$ cat src/rtl/serial_arb_pkg.sv
// Shared types and helpers for the serial transmitter arbiter.
// Latency: n/a (declarations only).
// Backpressure: n/a.
package serial_arb_pkg;

    typedef enum logic [1:0] {
        TxReset,
        Idle,
        Send,
        Drain
    } t_arb_state;

    // Widest requester count the one-hot helper supports; callers slice it down.
    localparam int unsigned ONEHOT_W = 32;

    function automatic logic [ONEHOT_W-1:0] onehot(input int unsigned idx, input int unsigned num_req);
        logic [ONEHOT_W-1:0] v;
        v = '0;
        if ((idx < num_req) && (idx < ONEHOT_W)) begin
            v[idx[4:0]] = 1'b1;
        end
        return v;
    endfunction

endpackage

$ cat src/rtl/rr_arbiter.sv
// Round-robin pick: lowest requesting index at or after the pointer, wrapping.
// Latency: purely combinational.
// Backpressure: none; the caller decides when to latch the winner.
//   in_req     : request vector
//   in_ptr     : index where the search starts
//   out_winner : chosen index (0 when out_valid is low)
//   out_valid  : at least one request present
module rr_arbiter #(
    parameter int NUM_REQ = 4,
    parameter int PTR_W   = $clog2(NUM_REQ)
) (
    input  logic [NUM_REQ-1:0] in_req,
    input  logic [PTR_W-1:0]   in_ptr,
    output logic [PTR_W-1:0]   out_winner,
    output logic               out_valid
);

    logic [PTR_W-1:0] cand;

    // Walk offsets from the far end down so the smallest offset is assigned last.
    always_comb begin
        out_winner = '0;
        out_valid  = 1'b0;
        cand       = '0;
        for (int i = NUM_REQ - 1; i >= 0; i--) begin
            cand = PTR_W'((int'(in_ptr) + i) % NUM_REQ);
            if (in_req[cand]) begin
                out_winner = cand;
                out_valid  = 1'b1;
            end
        end
    end

endmodule

$ cat src/rtl/serial_tx_arbiter.sv
// Shares one serial transmitter between NUM_REQ byte-packet requesters, round-robin, one packet per grant.
// Latency: grant one cycle after Idle sees a request with the transmitter ready; out_ack same cycle as the next-word rising edge.
// Backpressure: requesters hold in_req/in_data until out_ack; the transmitter paces bytes via in_tx_next_word, in_tx_ready gates grant and release.
//   in_clk/in_rst             : clock, async active-low reset
//   in_req/in_data/in_last    : per-requester request, current byte, last-byte flag
//   out_ack/out_grant/out_busy: per-byte acknowledge, one-hot owner, activity flag
//   out_tx_*/in_tx_*          : transmitter reset/enable/data and its next-word/ready handshake
module serial_tx_arbiter
    import serial_arb_pkg::*;
#(
    parameter int NUM_REQ   = 4,
    parameter int BITS      = 8,
    parameter int MAX_BURST = 16
) (
    input  logic                          in_clk,
    input  logic                          in_rst,
    input  logic [NUM_REQ-1:0]            in_req,
    input  logic [NUM_REQ-1:0][BITS-1:0]  in_data,
    input  logic [NUM_REQ-1:0]            in_last,
    output logic [NUM_REQ-1:0]            out_ack,
    output logic [NUM_REQ-1:0]            out_grant,
    output logic                          out_busy,
    output logic                          out_tx_rst,
    output logic                          out_tx_enable,
    output logic [BITS-1:0]               out_tx_data,
    input  logic                          in_tx_next_word,
    input  logic                          in_tx_ready
);

    localparam int PTR_W = $clog2(NUM_REQ);
    localparam int CNT_W = $clog2(MAX_BURST) + 1;

    t_arb_state       state_q,   state_d;
    logic [PTR_W-1:0] rr_ptr_q,  rr_ptr_d;
    logic [PTR_W-1:0] owner_q,   owner_d;
    logic [CNT_W-1:0] burst_q,   burst_d;
    logic             last_nw_q, last_nw_d;

    logic             next_edge;
    logic [PTR_W-1:0] win_idx;
    logic             win_vld;
    logic [ONEHOT_W-1:0] owner_oh;

    rr_arbiter #(
        .NUM_REQ (NUM_REQ),
        .PTR_W   (PTR_W)
    ) u_rr (
        .in_req     (in_req),
        .in_ptr     (rr_ptr_q),
        .out_winner (win_idx),
        .out_valid  (win_vld)
    );

    // The transmitter holds next_word as a level; only its rising edge means a byte was taken.
    assign next_edge = in_tx_next_word & ~last_nw_q;
    assign owner_oh  = onehot(32'(owner_q), NUM_REQ);

    always_comb begin
        state_d       = state_q;
        rr_ptr_d      = rr_ptr_q;
        owner_d       = owner_q;
        burst_d       = burst_q;
        last_nw_d     = in_tx_next_word;
        out_ack       = '0;
        out_grant     = '0;
        out_busy      = 1'b0;
        out_tx_rst    = 1'b0;
        out_tx_enable = 1'b0;
        out_tx_data   = '0;

        case (state_q)
            TxReset: begin
                out_tx_rst = 1'b1;
                state_d    = Idle;
            end
            Idle: begin
                burst_d = '0;
                if (win_vld && in_tx_ready) begin
                    owner_d = win_idx;
                    state_d = Send;
                end
            end
            Send: begin
                out_busy      = 1'b1;
                out_grant     = owner_oh[NUM_REQ-1:0];
                out_tx_enable = 1'b1;
                out_tx_data   = in_data[owner_q];
                // A dropped request aborts the packet; no ack even if an edge lands the same cycle.
                if (!in_req[owner_q]) begin
                    state_d = Drain;
                end else if (next_edge) begin
                    out_ack = owner_oh[NUM_REQ-1:0];
                    burst_d = burst_q + CNT_W'(1);
                    if (in_last[owner_q] || (burst_q + CNT_W'(1) == CNT_W'(MAX_BURST))) begin
                        state_d = Drain;
                    end
                end
            end
            Drain: begin
                out_busy  = 1'b1;
                out_grant = owner_oh[NUM_REQ-1:0];
                if (in_tx_ready) begin
                    rr_ptr_d = (owner_q == PTR_W'(NUM_REQ - 1)) ? '0 : owner_q + PTR_W'(1);
                    state_d  = Idle;
                end
            end
            default: begin
                state_d = TxReset;
            end
        endcase
    end

    always_ff @(posedge in_clk or negedge in_rst) begin
        if (!in_rst) begin
            state_q   <= TxReset;
            rr_ptr_q  <= '0;
            owner_q   <= '0;
            burst_q   <= '0;
            last_nw_q <= 1'b0;
        end else begin
            state_q   <= state_d;
            rr_ptr_q  <= rr_ptr_d;
            owner_q   <= owner_d;
            burst_q   <= burst_d;
            last_nw_q <= last_nw_d;
        end
    end

endmodule

$ cat config.mk
export PLATFORM = sky130hd
export DESIGN_NAME = serial_tx_arbiter
export DESIGN_NICKNAME = d
export VERILOG_FILES = /design/src/rtl/serial_arb_pkg.sv /design/src/rtl/rr_arbiter.sv /design/src/rtl/serial_tx_arbiter.sv
export SDC_FILE = /design/constraint.sdc
export NUM_CORES = 1
export LEC_CHECK = 0
export CORE_MARGIN = 1.5
export CORE_UTILIZATION = 39
export CTS_CLUSTER_DIAMETER = 60
export DETAILED_ROUTE_END_ITERATION = 12
export GPL_TIMING_DRIVEN = 0
export PLACE_DENSITY = 0.9
export SLEW_MARGIN = 20
export SYNTH_ARGS = -nofsm -noshare
export SYNTH_HDL_FRONTEND = slang
export SYNTH_SLANG_ARGS = --single-unit
$ cat constraint.sdc
create_clock -name in_clk -period 2.33 [get_ports in_clk]
set_input_delay 0.3495 -clock in_clk [delete_from_list [all_inputs] [get_ports in_clk]]
set_output_delay 0.3495 -clock in_clk [all_outputs]
set_load 0.01 [all_outputs]
# Word-level counts from Yosys, hierarchy flattened
# Cells that the tools add are included.
# classes
n_addsub	5
n_mul	0
div	0
n_lt_le_gt_ge	7
n_eq_ne	11
shifts	0
mux	42
n_bitwise	2
reduce_logical	10
# op_table
op	count
$mux 2	10
$bmux 8 s2	1
$mux 4	4
$mux 8	2
$lt 2x3->1 const B	5
$mux 1	14
$bmux 1 s2	6
$mux 5	2
$pmux 5 s2	1
$ne 2x2->1 const B	4
$pmux 2 s4	1
$eq 2x2->1 const B	3
$lt 2x6->1 const B	1
$ne 3x3->1 const B	2
$add 5x1->5 const B	1
$eq 5x5->1 const B	1
$add 2x1->2 const B	2
$add 2x2->2 const B	2
$reduce_and 2->1	2
$reduce_and 4->1	1
$reduce_and 3->1	1
$demux 1 s2	1
$eq 2x1->1 const B	1
$ge 2x1->1 const B	1
7 further kinds	8
# totals
ff_bits	12
latch_bits	0
mem_bits_rw	0
rom_bits	0
n_memories	0

# Depth between registers and ports, before layout
# depth
ltp_word	10
ltp_mapped	6
mapped_depth_nobuf	6

# By module
# A second synthesis with hierarchy kept.
# unflattened
hier_cells	123
area_unflattened_um2	1192.4
# by_module_without_submodules
mod	instances	cells_each	area_each_um2
serial_tx_arbiter	1	110	1114.8
rr_arbiter	1	13	77.6

# Worst setup path before layout
# No wires, ideal clock.
# synth_path
path_kind	reg2out
from	register owner_q[0]
to	output out_tx_data[0]
arrival_time_ns	1.368
required_time_ns	1.980
slack_ns	0.613
path_stages_with_launch	4
n_path_buf	1
path_cell_list	dfrtp_1 buf_2 mux4_2 and2_1
# synth_via
elab_chain_len	3
# synth_rtl
element	line	rtl
start: declaration	serial_tx_arbiter.sv:35	logic [PTR_W-1:0] owner_q, owner_d;
start signal: assignment	serial_tx_arbiter.sv:123	owner_q <= owner_d;
$bmux 8 s2	serial_tx_arbiter.sv:87	out_tx_data = in_data[owner_q];
$mux 8 (not written as such)	serial_tx_arbiter.sv:87	
$mux 8	serial_tx_arbiter.sv:71	case (state_q)
end: declaration	serial_tx_arbiter.sv:25	output logic [BITS-1:0] out_tx_data,
# Every way passes these cells. The select of a mux whose other input is x is not followed.

# Worst setup path after layout
# layout_path
from	register owner_q[1]
to	output out_ack[1]
# layout_via
elab_chain_len	7
elab_cells_between_ends	10
classes_between	order compare: 2; mux: 7; reduce/logical: 1
# layout_rtl
element	line	rtl
$lt 2x6->1 (not written as such) / $ge 2x1->1 (equally long branches)	serial_arb_pkg.sv:20	v[idx[4:0]] = 1'b1;
$logic_and 1x1->1 (not written as such)	serial_arb_pkg.sv:20	
$mux 1 (not written as such)	serial_arb_pkg.sv:20	
$demux 1 s2	serial_arb_pkg.sv:20	
$mux 4	serial_tx_arbiter.sv:91	end else if (next_edge) begin
$mux 4 *	serial_tx_arbiter.sv:89	if (!in_req[owner_q]) begin
$mux 4 *	serial_tx_arbiter.sv:71	
end: declaration	serial_tx_arbiter.sv:20	output logic [NUM_REQ-1:0] out_ack,
# Mark *: on every way between the ends. The rest lies on a longest branch, timed or not. The select of a mux whose other input is x is not followed.

==> impl_results.md <==
* Setup Total Neg Slack at 0 ps
* Number of distinct library cells after synthesis at 29
* Number of setup violations in the final report at 0
* Via count of the first global-routing pass at about 1,200
* Number of core rows at 19
* Least-Margin Pin Slew at 572 ps
* Insertion delay to the later sink of the worst-skew pair at approximately 280 ps
* Register-to-register setup slack at 360 ps
* Cell family with the largest share of critical-path delay: buffers and inverters
* Critical Setup Path Class: flip-flop to output pin
* Chip width at roughly 57 µm
* CTS tree: built
* Final setup margin at roughly 70 ps
* Tightest hold margin at 434 ps
* Number of optimization iterations in the first detailed-route pass at 4
* Total track usage at 0.219
* Cell Count Post-Placement at roughly 210
* Area added between synthesis and finish at 68.3%
* Fmax achieved at 443 MHz
* Share of the core filled with cells at 0.694
* Post-cts hold buffer count at 0
* Hold Path Class: input pin to async pin
* Final Hold Viols at 0
* Share of cells above drive strength 1 at 0.164
* Gate count of the mapped netlist at 118
* Prevailing post-synth register cell: dfrtp_1
* Yosys top cell by area: dfrtp_1
* DRC viols at 0
* Number of enable flip-flop cells after synthesis at 0
* Via density per instance at 5.41
* Most used cells in the layout excluding fill and tap cells: clkdlybuf4s50_1, dlygate4sd2_1, and2_1, inv_1, dfrtp_1
* Setup crit start kind: flip-flop
* Final critical-path share of the clock period at 0.970
* Clock power share at 0.080
* Uppermost routed layer: met4
* Sequential element share of the synthesized area at 0.262
* Port buffer count at just over 60
* Shortest clock period the worst path allows after layout at 2260 ps
* Setup repair after global routing missed its margin: true
* Metal-1 WL at 1.44 mm
* Number of buffers created by CTS at 3
* Required time at the worst-slack endpoint at 1980 ps
* Routed wire length at 3.44 mm
* Kind of end point of the critical path: output pin
* Final Skew at 5.34 ps
* Starting Density at 0.412
* Die ar. at 3270 µm²
* Clock H-tree levels at 1
* Sequential Area at 303 µm²
* Hpwl dp at 2.69 mm
* Routability congestion estimate at 0.848
* Total number of vias at 1,190
* Clock root buffer: clkbuf_4
* Top cell type's share of synthesized area at 0.262
* Slowest cell on crit path: mux4_2
* Total Power at 1.66 mW
* Critical path buffer and inverter count at 3
* Net switching power at 669 µW
* Wire length of the first global-routing pass at 5.53 mm
* Leading post-synthesis cells by cell area: dfrtp_1, mux4_2, ha_1
* Met3 WL at 296 µm
* Finished Cell Area at 1930 µm²
* Global route overflow at 0
* Net count, final at approximately 250
* Non-Filler Instances at 220
* Combinational cell fraction of total power at 0.712
* Max Transition Viols Final at 0
* Number of antenna violations at the first check in global routing at 0
* Status: complete, no violations
* Cells along the critical path: mux4_2 > buf_4 > nand3_2 > buf_6 > nor2_1 > dlygate4sd2_1
* Static leakage at ~0.93 nW
* Clock input transition at the sequential cells of the worst setup and hold paths at 80 ps
* Synth async-reset ratio at 1.00
* Largest net degree at the start of global routing at 13
* Post-detailed-route wirelength per cell at 15.6 µm
* Antenna Nets Post-Route at 0
* Clock net sink count at 12
* Sequential group share of total power at 0.209
* Internal power at 986 µW
* Worst slew slack as a fraction of its limit at 0.618
* Per-instance average area after synthesis at 9.71 µm²
* Placeable core region at 2780 µm²
* I/O Pins at 63
* Signal arrival time at the worst endpoint at 1910 ps
* Area occupied by multi-input gates at 821 µm²
* Count of state elements after synthesis at 12
* Number of max-cap violations at 0
* Die height at 57.2 µm
* Pwr per Cell Area at 858 nW/µm²
* Post-Syn Nets at ~170
* Synthesis Warnings at 0
* Routed wire length on met2 at 1.65 mm
* Slowest Stage Delay on Critical Path at 520 ps
* Placed inst area at about 1800 µm²
* Largest driver fanout on the critical path at 10
* Net Sw Frac at 0.404
* Total of fill cells in the finished design at roughly 210
* Cell Area, Synth at 1150 µm²
* Deepest clock path buffer count at 2
* Worst-case vdd ir drop at 0.578 mV
* Setup Slack @ Placement at -298 ps
* Number of antenna repair diodes at 0
* Leading cell type in the layout, fill and taps excluded: clkdlybuf4s50_1
* First DRT Iteration DRCs at 25
## layer usage
metal | track usage | up-vias
met1 | 0.277 | 557
li1 | - | 569
met4 | 0.0797 | 0
met5 | 0 | -
met2 | 0.368 | 58
met3 | 0.0476 | 6
## synth_stat cells, types with 2 or more instances
library cell and count:
nor2_1 9, nand2_1 9, inv_1 10, nand3_1 9, o21ai_1 5, a21oi_1 4, mux2_1 4, and2_1 10
mux4_2 9, mux2i_1 2, dfrtp_1 12, o21ai_0 2, clkbuf_1 2, and3_1 2, xor2_1 2, nand2b_1 2
nor2b_1 4, ha_1 10
## power by group through the flow
stage / logic [mW] / clock network [mW] / registers, mW
floorplan: 0.655 / 0 / 0.332
global placement: 1.01 / 0 / 0.347
detailed placement: 1.04 / 0 / 0.355
CTS: 1.15 / 0.132 / 0.341
global route: 1.29 / 0.142 / 0.355
finish: 1.18 / 0.132 / 0.345
## sequential cells by signal (all words and copies together) (netlist names)
name / cells
rr_ptr_q: 2
last_nw_q: 1
owner_q: 2
state_q: 2
burst_q: 5
## area by class of cell
class                      count  area share
multi-input combinational     92       0.425
buffer                         3      0.0233
clock buffer                   3      0.0117
sequential                    12       0.157
timing repair buffer          69       0.343
tap                           31      0.0201
inverter                      10      0.0195
## final timing paths
kind / from / endpoint / cells past startpoint
setup / recovery: owner_q[1]$_DFFE_PN0P_ / out_ack[1] / 6
hold / removal: in_rst / state_q[0]$_DFFE_PN0P_ / 1
setup reg to reg: owner_q[1]$_DFFE_PN0P_ / state_q[1]$_DFFE_PN0P_ / 7
hold reg to reg: rr_ptr_q[0]$_DFFE_PN0P_ / rr_ptr_q[0]$_DFFE_PN0P_ / 2
max in group asynchronous: in_rst / owner_q[1]$_DFFE_PN0P_ / 1
min in group in_clk: rr_ptr_q[0]$_DFFE_PN0P_ / rr_ptr_q[0]$_DFFE_PN0P_ / 2
## timing repair
action / 4_1_cts / 5_1_grt
hold endpoints to repair: 0 / 0
gates resized for setup: 34 / 7
endpoints found under the setup margin: 17 / 6
setup buffers: 5 / 2
## kinds of logic after synthesis
family                   share of synthesized area
AO/OA/AOI/OAI                               0.0993
XOR/XNOR                                    0.0153
adder cells (fa/ha/maj)                      0.109
buffers and inverters                       0.0502
flip-flops                                   0.262
multiplexers                                 0.247
AND/OR/NAND/NOR                              0.217
## worst register-to-register path: stages (launching register included)
cell and delay [ps]:
dfrtp_2 430, buf_4 190, buf_4 160, mux2_1 310
nand3_1 90, o221ai_2 100, o221a_4 270, mux2_4 290
Note: power is estimated with default switching activity, not from simulation.
